==> src/rtl/nn_layer_sequencer.sv <==
// Sequences one inference: clear the network, load the input words, then request each layer in turn.
// Latency: net_clr one cycle after start, fill for FILL_WORDS cycles, then one layer_req per layer until its ack.
// Backpressure: each layer holds off the sequence through its ack; a per-layer watchdog turns a hang into ERROR.
module nn_layer_sequencer #(
    parameter int NUM_LAYERS = 2,
    parameter int FILL_WORDS = 2,
    parameter int TIMEOUT    = 1024,
    parameter int CNT_W      = 16
) (
    input  logic                                                  clk,
    input  logic                                                  rst,
    input  logic                                                  start,
    input  logic                                                  abort,
    input  logic [NUM_LAYERS-1:0]                                 layer_ack,
    output logic                                                  net_clr,
    output logic                                                  fill,
    output logic [NUM_LAYERS-1:0]                                 layer_req,
    output logic                                                  busy,
    output logic                                                  done,
    output logic                                                  error,
    output logic [((NUM_LAYERS > 1) ? $clog2(NUM_LAYERS) : 1)-1:0] err_layer,
    output logic [CNT_W-1:0]                                      run_cycles
);

    localparam int LW  = (NUM_LAYERS > 1) ? $clog2(NUM_LAYERS) : 1;
    localparam int FCW = (FILL_WORDS > 1) ? $clog2(FILL_WORDS) : 1;
    localparam int WDW = $clog2(TIMEOUT);

    localparam logic [LW-1:0]  LAST_LAYER = LW'(NUM_LAYERS - 1);
    localparam logic [FCW-1:0] FILL_LAST  = FCW'(FILL_WORDS - 1);
    localparam logic [WDW-1:0] WDOG_LAST  = WDW'(TIMEOUT - 1);

    typedef enum logic [2:0] {
        S_IDLE,
        S_CLEAR,
        S_FILL,
        S_RUN,
        S_DONE,
        S_ERROR
    } state_t;

    state_t         state;
    state_t         state_n;
    logic [LW-1:0]  layer_idx;
    logic [LW-1:0]  layer_idx_n;
    logic [LW-1:0]  err_layer_n;
    logic [FCW-1:0] fill_cnt;
    logic [FCW-1:0] fill_cnt_n;
    logic [WDW-1:0] wdog;
    logic [WDW-1:0] wdog_n;
    logic           cnt_clr;
    logic           cnt_inc;

    // Next-state, next-register values and outputs decoded from the registered state only.
    always_comb begin
        state_n     = state;
        layer_idx_n = layer_idx;
        fill_cnt_n  = fill_cnt;
        wdog_n      = wdog;
        err_layer_n = err_layer;
        cnt_clr     = 1'b0;
        cnt_inc     = 1'b0;
        net_clr     = 1'b0;
        fill        = 1'b0;
        layer_req   = '0;
        busy        = 1'b0;
        done        = 1'b0;
        error       = 1'b0;

        case (state)
            S_IDLE: begin
                if (start) begin
                    state_n = S_CLEAR;
                    cnt_clr = 1'b1;
                end
            end
            S_CLEAR: begin
                net_clr    = 1'b1;
                busy       = 1'b1;
                cnt_inc    = 1'b1;
                fill_cnt_n = '0;
                state_n    = S_FILL;
            end
            S_FILL: begin
                fill    = 1'b1;
                busy    = 1'b1;
                cnt_inc = 1'b1;
                if (fill_cnt == FILL_LAST) begin
                    state_n     = S_RUN;
                    layer_idx_n = '0;
                    wdog_n      = '0;
                end else begin
                    fill_cnt_n = fill_cnt + FCW'(1);
                end
            end
            S_RUN: begin
                layer_req[layer_idx] = 1'b1;
                busy                 = 1'b1;
                cnt_inc              = 1'b1;
                // Only the ack of the layer currently requested is looked at.
                if (layer_ack[layer_idx]) begin
                    if (layer_idx == LAST_LAYER) begin
                        state_n = S_DONE;
                    end else begin
                        layer_idx_n = layer_idx + LW'(1);
                        wdog_n      = '0;
                    end
                end else if (wdog == WDOG_LAST) begin
                    state_n     = S_ERROR;
                    err_layer_n = layer_idx;
                end else begin
                    wdog_n = wdog + WDW'(1);
                end
            end
            S_DONE: begin
                done = 1'b1;
                if (start) begin
                    state_n = S_CLEAR;
                    cnt_clr = 1'b1;
                end
            end
            S_ERROR: begin
                error = 1'b1;
            end
            default: begin
                state_n = S_IDLE;
            end
        endcase

        // Abort beats every other transition; the latency counter keeps its value.
        if (abort) begin
            state_n     = S_IDLE;
            layer_idx_n = layer_idx;
            fill_cnt_n  = fill_cnt;
            wdog_n      = wdog;
            err_layer_n = err_layer;
            cnt_clr     = 1'b0;
            cnt_inc     = 1'b0;
        end
    end

    // State and datapath registers; the latency counter saturates instead of wrapping.
    always_ff @(posedge clk) begin
        if (rst) begin
            state      <= S_IDLE;
            layer_idx  <= '0;
            fill_cnt   <= '0;
            wdog       <= '0;
            err_layer  <= '0;
            run_cycles <= '0;
        end else begin
            state     <= state_n;
            layer_idx <= layer_idx_n;
            fill_cnt  <= fill_cnt_n;
            wdog      <= wdog_n;
            err_layer <= err_layer_n;
            if (cnt_clr) begin
                run_cycles <= '0;
            end else if (cnt_inc && (run_cycles != {CNT_W{1'b1}})) begin
                run_cycles <= run_cycles + CNT_W'(1);
            end
        end
    end

endmodule

==> config.mk <==
export PLATFORM = sky130hd
export DESIGN_NAME = nn_layer_sequencer
export DESIGN_NICKNAME = d
export VERILOG_FILES = /design/src/rtl/nn_layer_sequencer.sv
export SDC_FILE = /design/constraint.sdc
export NUM_CORES = 1
export LEC_CHECK = 0
export ABC_CLOCK_PERIOD_IN_PS = 2500
export BUFFER_PORTS_ARGS = -buffer_cell sky130_fd_sc_hd__clkbuf_2
export CORE_ASPECT_RATIO = 2
export CORE_MARGIN = 4
export CORE_UTILIZATION = 56
export DETAILED_ROUTE_END_ITERATION = 8
export PLACE_DENSITY_LB_ADDON = 0.2
export SKIP_LAST_GASP = 1
export SLEW_MARGIN = 20
export SYNTH_ARGS = -nofsm -noshare
export SYNTH_HDL_FRONTEND = slang
export SYNTH_SLANG_ARGS = --single-unit
==> constraint.sdc <==
create_clock -name clk -period 2.5 [get_ports clk]
set_input_delay 0.125 -clock clk [delete_from_list [all_inputs] [get_ports clk]]
set_output_delay 0.125 -clock clk [all_outputs]
set_load 0.02 [all_outputs]
==> flow_metrics.py <==
metrics = {
    "outcome": {
        "status": "finished clean",
    },
    "min_path": {
        "hp-class": "in -> reg",
        "min_from": "rst",
        "min_path_cells": 2,
        "hold_end": "fill_cnt",
    },
    "detailed_routing": {
        "routed_via_density": 6.614,
        "vias": 1938,
        "wl_um": 4944,
        "antenna_left": 0,
        "first_pass_iters": 4,
        "remaining_drc_errors": 0,
        "drt_iter0_drc": 31,
        "routedWlPerCell_um": 16.87,
    },
    "finish": {
        "antenna_cells": 0,
        "nets": 270,
        "drive_gt1_frac": 0.1947,
        "utilization": 0.6672,
        "area_growth_pct": 13.59,
        "fillers": 300,
    },
    "grt": {
        "antenna_found_initial": 0,
        "busiest_layer": "met2",
        "grt_pass1_wl_um": 8562,
        "grt_pass1_vias": 1946,
        "grt_max_degree": 17,
        "grt_usage": 0.2444,
        "met1_usage": 0.2173,
        "grtUsageMet2": 0.4608,
        "grt_overflow_total": 0,
        "grt_use_met3": 0.04628,
    },
    "critical_path": {
        "crit_chain": "ha_1, nand3_1, or3_1, and4_1, a211o_1",
        "crit_path_start_kind": "register",
        "path_delay_family": "simple AND/OR/NAND/NOR gates",
        "end_kind": "register",
        "crit_start": "wdog[0]",
        "slowest_delay_ps": 570,
        "rr_worst_depth": 5,
        "timing.rr.start": "wdog[0]",
        "path_class": "reg -> reg",
        "r2r-end": "wdog[7]",
        "cp_max_fo": 10,
        "slowest_stage": "or3_1",
        "cp.required_ps": 2680,
        "cp.arrival_ps": 2180,
        "path_buf_inv": 0,
        "r2r_slack_ps": 500,
    },
    "power_and_ir_drop": {
        "p_per_area_nw_per_um2": 474.1,
        "p_int_w": 0.0007798,
        "comb_power_share": 0.069,
        "leakage_nw": 0.7562,
        "p_seq_frac": 0.508,
        "power.net_switching_w": 0.0002417,
        "pwr-share-clk": 0.423,
        "ir_worst_vdd_uv": 408.0,
        "switching_share": 0.2366,
    },
    "logic_synthesis": {
        "ys_seq_area_frac": 0.3377,
        "async_reset_ff_frac": 0,
        "synth.avg_cell_area_um2": 8.176,
        "yosysTopAreaCellShare": 0.3377,
        "synthDistinctLibCells": 54,
        "synth_edf_count": 0,
        "synthMostInstantiatedCell": "dfxtp_1",
        "ys_top_cells_by_count": "32 x dfxtp_1, 22 x a21oi_1, 18 x nand2_1",
        "synth_top_area_cell": "dfxtp_1",
        "ys_ff_latch": 32,
        "synthCells": 232,
        "syn_nets": 240,
        "synth_ff_type": "dfxtp_1",
        "yosys_warnings": 0,
        "synth_area_um2": 1897,
        "synth_area_leaders": "dfxtp_1 34%, a21oi_1 5.8%, o31ai_1 4.0%",
    },
    "sta": {
        "setup_violations": 0,
        "timing.final.crit_share": 0.8002,
        "final-max-slew-violation-count": 0,
        "rsz0062_at_grt": "false",
        "tightest_slew_ps": 546.4,
        "setup_tns_ps": 0,
        "setup_ws_ps": 499.4,
        "hold_ws_ps": 143.7,
        "slew-limit-headroom": 0.6357,
        "fmax_mhz": 499.9,
        "fin_worst_skew_ps": 7.979,
        "period_minus_slack_ps": 2001,
        "final_hold_viol_count": 0,
    },
    "die": {
        "die_w_um": 49.16,
        "fp-row-count": 29,
        "core_area_um2": 3229,
        "die_area_um2": 4439,
        "start_util": 0.5874,
        "die_h_um": 90.31,
        "pin_count": 30,
    },
    "cts": {
        "cts_max_level": 2,
        "cts_tree": "yes",
        "cts_buffers": 5,
        "cts_setup_buffers": 0,
        "cts_max_path_buffers": 2,
        "cts.reportedPaths.clkPinSlew_ps": 70,
        "post_cts_resized": 0,
        "postCtsHoldBufs": 0,
        "cts_root_buf": "clkbuf_8",
        "clk_latency_ps": 290,
        "cts.sink_count": 32,
    },
    "place": {
        "gp_congestion": 0.8558,
        "dp_hpwl_um": 3854,
        "place_ws_ps": 543.5,
        "port_buffers": 29,
    },
    "flow_run": {
        "cap_violations": 0,
    },
}
[power groups by stage]
| stage | Sequential, W | Clock (W) | Combinational (W) |
|---|---|---|---|
| final | 0.000519 | 0.000433 | 0.0000700 |
| after CTS | 0.000519 | 0.000443 | 0.0000698 |
| after global placement | 0.000530 | 0 | 0.0000692 |
| after floorplan | 0.000528 | 0 | 0.0000513 |
| after global routing | 0.000520 | 0.000463 | 0.0000780 |
| after detailed placement | 0.000530 | 0 | 0.0000696 |
[layout by cell type, fill, tap and decap left out, types with 4 or more instances in the layout]
cell,count
or4_1,10
clkbuf_8,7
buf_4,4
nand2_1,18
clkbuf_2,29
nor2_1,15
nand3_1,13
and4_1,5
a31oi_1,4
nor3_1,5
or3_1,7
o21ai_0,7
inv_1,6
and3_1,4
o31ai_1,10
a21oi_1,22
dfxtp_1,32
nand4_1,10
[cell type report]
class,count,area [um2],area share
well taps,31,38.79,0.01800
inverters,6,22.52,0.01045
clock buffers,7,96.34,0.04472
repair buffers,33,175.2,0.08130
flip-flops and latches,32,640.6,0.2973
multi-input cells,184,1181,0.5482
[worst max path at each step]
stage	endpoint	cells past startpoint
final	wdog[7]	5
after global routing	wdog[6]	4
after CTS	wdog[7]	5
after detailed placement	wdog[7]	5
after global placement	wdog[7]	5
after floorplan	run_cycles[0]	6
[per-stage QoR]
stage	total power (W)	cell area, um2	std cells
after detailed placement	0.0005998	2058	286
after global routing	0.001061	2155	293
after floorplan	0.0005793	1897	232
after CTS	0.001031	2155	293
final	0.001021	2155	293
after global placement	0.0005993	2058	286
[flip-flops by register name, indices dropped and copies added, names as in the netlist]
register,cells
layer_idx,1
fill_cnt,1
run_cycles,16
err_layer,1
state,3
wdog,10
[cell families (layout without fill, tap and decap cells)]
group,Yosys count,count (layout),synth area share
compound gates,70,70,0.2493
mux,1,1,0.005277
simple gates,111,111,0.3549
flops,32,32,0.3377
buf+inv,16,46,0.03958
fa+ha+maj,2,2,0.01319
[routing by layer]
layer / wire length (um) / share of wire / vias to the layer above
met2: 2831 / 0.57 / 42
met3: 142 / 0.029 / 21
met1: 1719 / 0.35 / 907
met4: 251 / 0.051 / 0
li1: - / - / 968
met5: 0 / 0 / -
[worst reg2reg max path: stages, from the launching register on]
cell and delay [ps]:
dfxtp_1 380, ha_1 230, nand3_1 210, or3_1 570
and4_1 230, a211o_1 250
(Power assumes the default switching activity.)
